[src/rtl/seg7_pkg.sv]
// seg7_pkg: shared states, segment patterns and sizing for the 7-segment value encoder
package seg7_pkg;
  localparam int IN_BITS = 7;
  localparam int MAX_DISPLAY = 99;
  typedef enum logic [1:0] {IDLE, SHIFT, ENCODE} state_t;
  localparam logic [6:0] SEG_DIGIT [0:9] = '{7'h3F, 7'h06, 7'h5B, 7'h4F, 7'h66, 7'h6D, 7'h7D, 7'h07, 7'h7F, 7'h6F};
  localparam logic [6:0] SEG_DASH = 7'h40;
  localparam logic [6:0] SEG_BLANK = 7'h00;
endpackage

[src/rtl/bcd_to_seg7.sv]
// bcd_to_seg7: decodes one BCD nibble to a g..a segment pattern, dark for non-decimal codes
module bcd_to_seg7
  import seg7_pkg::*;
(
  input  logic [3:0] bcd,
  output logic [6:0] seg
);
  // table lookup with non-decimal nibbles blanked
  always_comb seg = bcd <= 4'd9 ? SEG_DIGIT[bcd] : SEG_BLANK;
endmodule

[src/rtl/seg7_value_encoder.sv]
// seg7_value_encoder: serial double-dabble of a 7-bit value into a registered two-digit segment word
module seg7_value_encoder
  import seg7_pkg::*;
#(
  parameter bit BLANK_LEADING = 1,
  parameter bit ACTIVE_LOW = 0
) (
  input  logic                 clk,
  input  logic                 rst,
  input  logic [IN_BITS-1:0]   value,
  input  logic                 start,
  output logic                 busy,
  output logic                 done,
  output logic [13:0]          both7seg
);
  localparam int SR_BITS = IN_BITS + 8;
  state_t state;
  logic [SR_BITS-1:0] sr;
  logic [2:0] cnt;
  logic ovf;
  logic [3:0] t_adj, u_adj;
  logic [6:0] tens_seg, units_seg, tens_pat, units_pat;
  bcd_to_seg7 u_tens (.bcd(sr[14:11]), .seg(tens_seg));
  bcd_to_seg7 u_units (.bcd(sr[10:7]), .seg(units_seg));
  // add-3 correction and final pattern selection; out-of-range values force dashes
  always_comb begin
    t_adj = sr[14:11] >= 4'd5 ? sr[14:11] + 4'd3 : sr[14:11];
    u_adj = sr[10:7] >= 4'd5 ? sr[10:7] + 4'd3 : sr[10:7];
    tens_pat = ovf ? SEG_DASH : (BLANK_LEADING && sr[14:11] == 4'd0) ? SEG_BLANK : tens_seg;
    units_pat = ovf ? SEG_DASH : units_seg;
  end
  // capture, shift seven times, then publish the decoded pair in one go
  always_ff @(posedge clk) begin
    if (rst) begin
      state <= IDLE;
      busy <= 1'b0;
      done <= 1'b0;
      both7seg <= {14{ACTIVE_LOW}};
      sr <= '0;
      cnt <= '0;
      ovf <= 1'b0;
    end else begin
      done <= 1'b0;
      case (state)
        IDLE: if (start) begin
          sr <= {8'd0, value};
          cnt <= '0;
          ovf <= value > 7'(MAX_DISPLAY);
          busy <= 1'b1;
          state <= SHIFT;
        end
        SHIFT: begin
          sr <= SR_BITS'({t_adj, u_adj, sr[6:0], 1'b0});
          cnt <= cnt + 3'd1;
          state <= cnt == 3'(IN_BITS - 1) ? ENCODE : SHIFT;
        end
        ENCODE: begin
          both7seg <= {14{ACTIVE_LOW}} ^ {tens_pat, units_pat};
          done <= 1'b1;
          busy <= 1'b0;
          state <= IDLE;
        end
        default: state <= IDLE;
      endcase
    end
  end
endmodule
[config.mk]
export PLATFORM = sky130hd
export DESIGN_NAME = seg7_value_encoder
export DESIGN_NICKNAME = d
export VERILOG_FILES = /design/src/rtl/seg7_pkg.sv /design/src/rtl/bcd_to_seg7.sv /design/src/rtl/seg7_value_encoder.sv
export SDC_FILE = /design/constraint.sdc
export NUM_CORES = 1
export LEC_CHECK = 0
export ABC_AREA = 1
export BUFFER_PORTS_ARGS = -buffer_cell sky130_fd_sc_hd__buf_2
export CORE_MARGIN = 2
export CORE_UTILIZATION = 45
export DETAILED_ROUTE_END_ITERATION = 7
export PLACE_DENSITY = 0.67
export SETUP_SLACK_MARGIN = 0.1
export SYNTH_ARGS = -nofsm -noshare
export SYNTH_HDL_FRONTEND = slang
export SYNTH_HIERARCHICAL = 1
export SYNTH_SLANG_ARGS = --single-unit
[constraint.sdc]
create_clock -name clk -period 1.5 [get_ports clk]
set_input_delay 0.15 -clock clk [delete_from_list [all_inputs] [get_ports clk]]
set_output_delay 0.15 -clock clk [all_outputs]
set_load 0.01 [all_outputs]
# Word-level counts from Yosys, hierarchy flattened

Memory sizes are Yosys's and may differ from the RTL's.
Cells that the tools add are included.

RAM bits: 0
Latch bits: 0
Word-level logic and storage cells: 53
Register bits: 37
Memories kept: 2
Memory bits (read-only): 224
Output and inout port bits: 16

Reductions and logical operators: 7
Bitwise logic cells: 2
Eq/ne operators: 4
Magnitude comparators: 7
Add/subtract/negate cells: 3
Shift operators: 0
Mux-type cells: 21
Div/mod/pow operators: 0
Multipliers: 0

Memories:

| memory           | depth | width | rd ports | clocked after Yosys merged registers in | write ports | RTL line         | text |
|---|---|---|---|---|---|---|---|
| (name not given) | 16    | 7     | 1        | 0                                       | 0           | bcd_to_seg7.sv:9 | `always_comb seg = bcd <= 4'd9 ? SEG_DIGIT[bcd] : SEG_BLANK;` |
| (name not given) | 16    | 7     | 1        | 0                                       | 0           | bcd_to_seg7.sv:9 |  |

Operators with widths:

| operator            | number |
|---|---|
| $mux 7              | 9 |
| $pmux 15 s2         | 1 |
| $mux 15             | 1 |
| $ge 5x5->1 const B  | 2 |
| $not 4->5           | 2 |
| $ge 4x3->1 const B  | 2 |
| $le 4x4->1 const B  | 2 |
| $gt 7x7->1 const B  | 1 |
| $mux 3              | 2 |
| $pmux 3 s2          | 1 |
| $reduce_and 2->1    | 3 |
| $add 4x2->4 const B | 1 |
| $logic_not 4->1     | 1 |
| $mux 2              | 2 |
| $mux 4              | 1 |
| $pmux 2 s2          | 1 |
| $reduce_bool 2->1   | 2 |
| $add 3x1->3 const B | 1 |
| $add 3x2->3 const B | 1 |
| $eq 3x3->1 const B  | 1 |
| $eq 2x1->1 const B  | 1 |
| $eq 2x2->1 const B  | 1 |
| $logic_not 2->1     | 1 |
| $mux 1              | 2 |
| other kinds (2)     | 2 |

# Depth between registers and ports, before layout

Depth after elaboration: 7
Gate-level depth with buffers: 9

# By module

Netlist, hierarchy kept.

Modules (own cells, without submodules):

| module             | times used | seq. area each (um2) | cells an instance | area each (um2) |
|---|---|---|---|---|
| seg7_value_encoder | 1          | 740.7                | 213               | 1624.1 |
| bcd_to_seg7        | 2          | 0.0                  | 45                | 230.2 |

# Worst setup path after synthesis

Ideal clock, no wire load.

Kind: register -> register
From: reg sr[7]
To: reg both7seg[6]
Required time: 1382 ps
Arrival: 1254 ps
Setup slack: 128 ps
Stages on the path, launching flop included: 9
Clock period less this slack: 1372 ps
Cells stage by stage: dfxtp_1 > inv_1 > ha_1 > o21ai_2 > nand2_2 > nand2_1 > inv_1 > nor3_1 > nor2_1

Cells in the longest elaborated chain, start to end: 6
Elaborated cells between the ends (all ways): 7
Classes of those cells: order compare (1); mux (4); bitwise (1); memory (1)

Ends and longest elaborated chain:

| element                                    | RTL line                 | text |
|---|---|---|
| start, declared                            | seg7_value_encoder.sv:18 | `logic [SR_BITS-1:0] sr;` |
| start signal, assigned                     | seg7_value_encoder.sv:46 | `sr <= {8'd0, value};` |
| start signal, assigned                     | seg7_value_encoder.sv:53 | `sr <= SR_BITS'({t_adj, u_adj, sr[6:0], 1'b0});` |
| $not 4->5 (not written as such)            | bcd_to_seg7.sv:9         |  |
| $mem_v2 16x7                               | --                       |  |
| $mux 7 (not written as such) (2 in series) | bcd_to_seg7.sv:9         |  |
| $mux 7 (*)                                 | bcd_to_seg7.sv:9         |  |
| via units_seg[6]                           | seg7_value_encoder.sv:22 | `logic [6:0] tens_seg, units_seg, tens_pat, units_pat;` |
| $mux 7 (*)                                 | seg7_value_encoder.sv:30 | `units_pat = ovf ? SEG_DASH : units_seg;` |
| end signal, assigned                       | seg7_value_encoder.sv:38 | `both7seg <= {14{ACTIVE_LOW}};` |
| end signal, assigned                       | seg7_value_encoder.sv:58 | `both7seg <= {14{ACTIVE_LOW}} ^ {tens_pat, units_pat};` |
| end, declared                              | seg7_value_encoder.sv:14 | `output logic [13:0] both7seg` |

Mark *: on every way through the listed nets, which the timed path passes. The rest lies on a longest branch. The select of a mux whose other input is x is not followed.
A chain may end at the register's enable or synchronous reset.

# Worst setup path after layout

From: reg sr[8]
To: reg sr[11]

Cells in the longest elaborated chain, start to end: 3
Elaborated cells between the ends (all ways): 4
Classes of those cells: add/sub (1); order compare (1); mux (2)

Ends and longest elaborated chain:

| element                                   | RTL line                 | text |
|---|---|---|
| $add 4x2->4 or $ge 4x3->1 (tied branches) | seg7_value_encoder.sv:28 | `u_adj = sr[10:7] >= 4'd5 ? sr[10:7] + 4'd3 : sr[10:7];` |
| $mux 4 (*)                                | seg7_value_encoder.sv:28 |  |
| $pmux 15 s2 (*)                           | seg7_value_encoder.sv:44 | `case (state)` |

Mark *: on every way between the ends. The rest lies on a longest branch, timed or not.

==> summary.txt <==
Critical path
  • Worst Setup End Kind: register
  • Crit path depth: 9
  • CP max-delay cell: dfxtp_4
  • Most frequent cell on the critical path: nor2_1
  • CP Max Fanout: 6
  • R2R setup slack: 180 ps
  • Critical Path RT: 1680 ps
  • R2r worst-path depth: 9
  • CP bufs+invs: 2
  • CP arrival: 1500 ps
  • Cell Chain, Critical Path: inv_1 -> ha_1 -> inv_1 -> nand2_1 -> nand3_2 -> nand2_1 -> nor2_1 -> nor2_1 -> nor2_1
  • Worst Setup Start Kind: register
  • R2R Path End: sr[11]
  • Critical path type: register to register
  • Worst R2R Start: sr[8]
  • Largest delay share family, worst path: simple AND/OR/NAND/NOR gates
  • Slowest stage delay, CP: 370 ps

Placement
  • Post-DP HPWL: 3240 um
  • Placed cell count: 378
  • Port bufs: 25
  • Final RePlAce weighted congestion: 0.823

Synthesis
  • Synth Area in Adders: 0.0960
  • Synth warn: 6
  • Synthesized area per cell: 6.88 um^2
  • Post-synthesis sequential area ratio: 0.355
  • Main combinational cell family by area after synthesis: simple AND/OR/NAND/NOR gates
  • Post-synthesis compound-gate area fraction: 0.113
  • Synth Cell Area: 2080 um^2
  • Synth Area in Simple Gates: 0.331
  • Post-synthesis xor/xnor area fraction: 0.00420
  • Top cells by area, synth: dfxtp_1, nand2_1, ha_1
  • Netlist cell types: 27
  • Mux contribution to synthesized area: 0
  • Syn Inst Count: 303
  • Post-synth top area share: 0.355
  • Largest area contributor in the netlist: dfxtp_1
  • Syn_nets: 329
  • #FFs+latches synth: 37

STA
  • Slew at the pin closest to its max-slew limit: 400 ps
  • Hold Vio Cnt, Final: 0
  • Crit share post-route: 0.879
  • Setup TNS: 0 ps
  • Final clock skew: 8.15 ps
  • Relative slew slack: 0.733
  • RSZ-0062 raised after global routing: true
  • Final-report setup violation count: 0
  • Tmin final: 1320 ps
  • Final Slew Violations: 0
  • Fmax achieved: 0.759 GHz

Final layout
  • Final cell count without fillers: 386
  • Register area: 753 um^2
  • Diode count: 0
  • Nets: 359
  • Layout cells sized above 1: 0.228
  • Area of the multi-input gates: 1190 um^2
  • Final Util: 0.556
  • # fillers: 420
  • Area Overhead vs Synth: 17.7%

Routing
  • Antenna Nets Post-Route: 0
  • DR WL/cell: 11.9 um
  • Vias: 1923
  • Drt first pass iters: 4
  • Initial DRC count: 71
  • Drt total wl: 4580 um
  • Via density: 4.98
  • DRC errors left: 0

CTS
  • Clock Tree Buf Depth: 2
  • CTS HTree Levels: 2
  • Worst skew pair latency: 290 ps
  • CTS tree: yes
  • Clk sink count: 37
  • CTS Buf Count: 5
  • Post-CTS Hold Buffers: 0
  • Clk pin slew, worst setup/hold paths: 80 ps
  • Post-CTS setup buffer count: 0
  • Root buf cell: clkbuf_8

Worst hold path
  • Worst hold path class: input pin to register
  • Min-Delay Endpoint: sr[2]
  • Min-delay src: value[2]
  • Hold Crit Depth: 3

Job
  • Max Cap Viol: 0

GRT
  • Grt met3 use: 0.0514
  • GRT Util Overall: 0.184
  • Number of global-route vias before repair: 1757
  • Grt met1 use: 0.243
  • Pin count of the biggest net entering global routing: 26
  • M2 GR Usage: 0.300
  • Total grt overflow: 0
  • First-pass GRT wire length: 7630 um
  • Initial antenna violation count: 0
  • GRT busiest layer: met2

Floorplan
  • Initial Util: 0.472
  • Core Area: 4410 um^2
  • Ports: 26
  • Die Y: 72.1 um
  • DIE WIDTH: 72.1 um
  • Site Rows: 24
  • Die Area: 5190 um^2

Power
  • Max IR drop VDD: 0.000674 V
  • Cell Pwr Density: 836 nW/um^2
  • P_leak: 0.00116 uW
  • Total power draw: 2050 uW

Status
  • Status: finished clean
-- sequential cells by signal, indices dropped and copies added, names as in the netlist --
register,count
done,1
state,2
busy,1
both7seg,14
sr,15
cnt,3
ovf,1
-- worst max-delay path by stage --
stage          startpoint          end  slack, ps
3_5_place_dp        sr[8]  both7seg[6]         50
5_1_grt             sr[8]       sr[11]         70
4_1_cts             sr[7]  both7seg[6]         70
6_report            sr[8]       sr[11]        180
3_3_place_gp        sr[8]  both7seg[6]         70
2_1_floorplan       sr[7]  both7seg[6]        130
-- synth_stat cells --
library cell  count
o21ai_0           5
nand2_1          76
nor2_2            2
nor3_1            2
or2_0             1
or2_1             4
clkinv_2          1
dfxtp_1          37
buf_2             4
nor3_2            1
a22oi_1           2
o21ai_1           1
o211ai_1          7
nand3_1          23
nand2_4           1
xor2_1            1
nand2_2           6
inv_2             7
nor2_1           38
ha_1             16
o21ai_2           2
inv_1            34
nand4_1           2
a21oi_1          24
nor2_4            2
buf_6             2
clkbuf_1          2
-- through the flow --
step | hold WS, ps | setup slack [ps] | cell area, um^2
2_1_floorplan | 285 | 128 | 2080
6_report | 95.5 | 182 | 2450
3_3_place_gp | 401 | 71.1 | 2270
4_1_cts | 92.6 | 74.7 | 2390
3_5_place_dp | 400 | 45.2 | 2270
5_1_grt | 101 | 74.8 | 2450
-- where the power goes --
| part | total (uW) | internal [uW] | switching, uW |
|---|---|---|---|
| logic | 155 | 57.7 | 97.5 |
| registers | 1020 | 1000 | 17.8 |
| clock network | 875 | 497 | 377 |
| total | 2050 | 1560 | 493 |
-- timing repair --
action | 4_1_cts | 5_1_grt
gates resized for setup | 2 | 19
endpoints found under the hold margin | 0 | 0
setup endpoints to repair | 2 | 16
pin swaps | 0 | 1
-- cells in the final DEF (no fill, tap or decap), drive strengths merged --
cell type,count
ha,16
o21ai,8
clkinv,2
o211ai,7
nor3,3
nand3,23
dfxtp,37
xor2,1
nand4,2
nor2,42
inv,41
or2,5
a22oi,2
buf,31
bufinv,1
nand2,83
clkbuf,5
a21oi,24
clkinvlp,1
-- routing by layer --
| metal | up-vias | wire length, um |
|---|---|---|
| li1 | 1015 | - |
| met1 | 869 | 2240 |
| met2 | 37 | 2090 |
| met3 | 2 | 227 |
| met4 | 0 | 17 |
| met5 | - | 0 |
-- cells by family after synthesis --
group	count (synthesis)
AND/OR/NAND/NOR	158
buffers and inverters	50
AO/OA/AOI/OAI	41
flip-flops	37
adder cells (fa/ha/maj)	16
XOR/XNOR	1
-- layout make-up --
cell class	count	share of cell area
clock buffers	5	0.0280
clock inverters	3	0.0189
inverters	42	0.0648
multi-input cells	216	0.485
flip-flops and latches	37	0.307
well taps	52	0.0265
repair buffers	31	0.0694
-- worst register-to-register path: cells and delay by family, from the launching register on --
family,cells,cell delay (ps)
DFF,1,370
buffers and inverters,2,160
and+or+nand+nor,6,500
adders and majority gates,1,170
(Power assumes the default switching activity.)
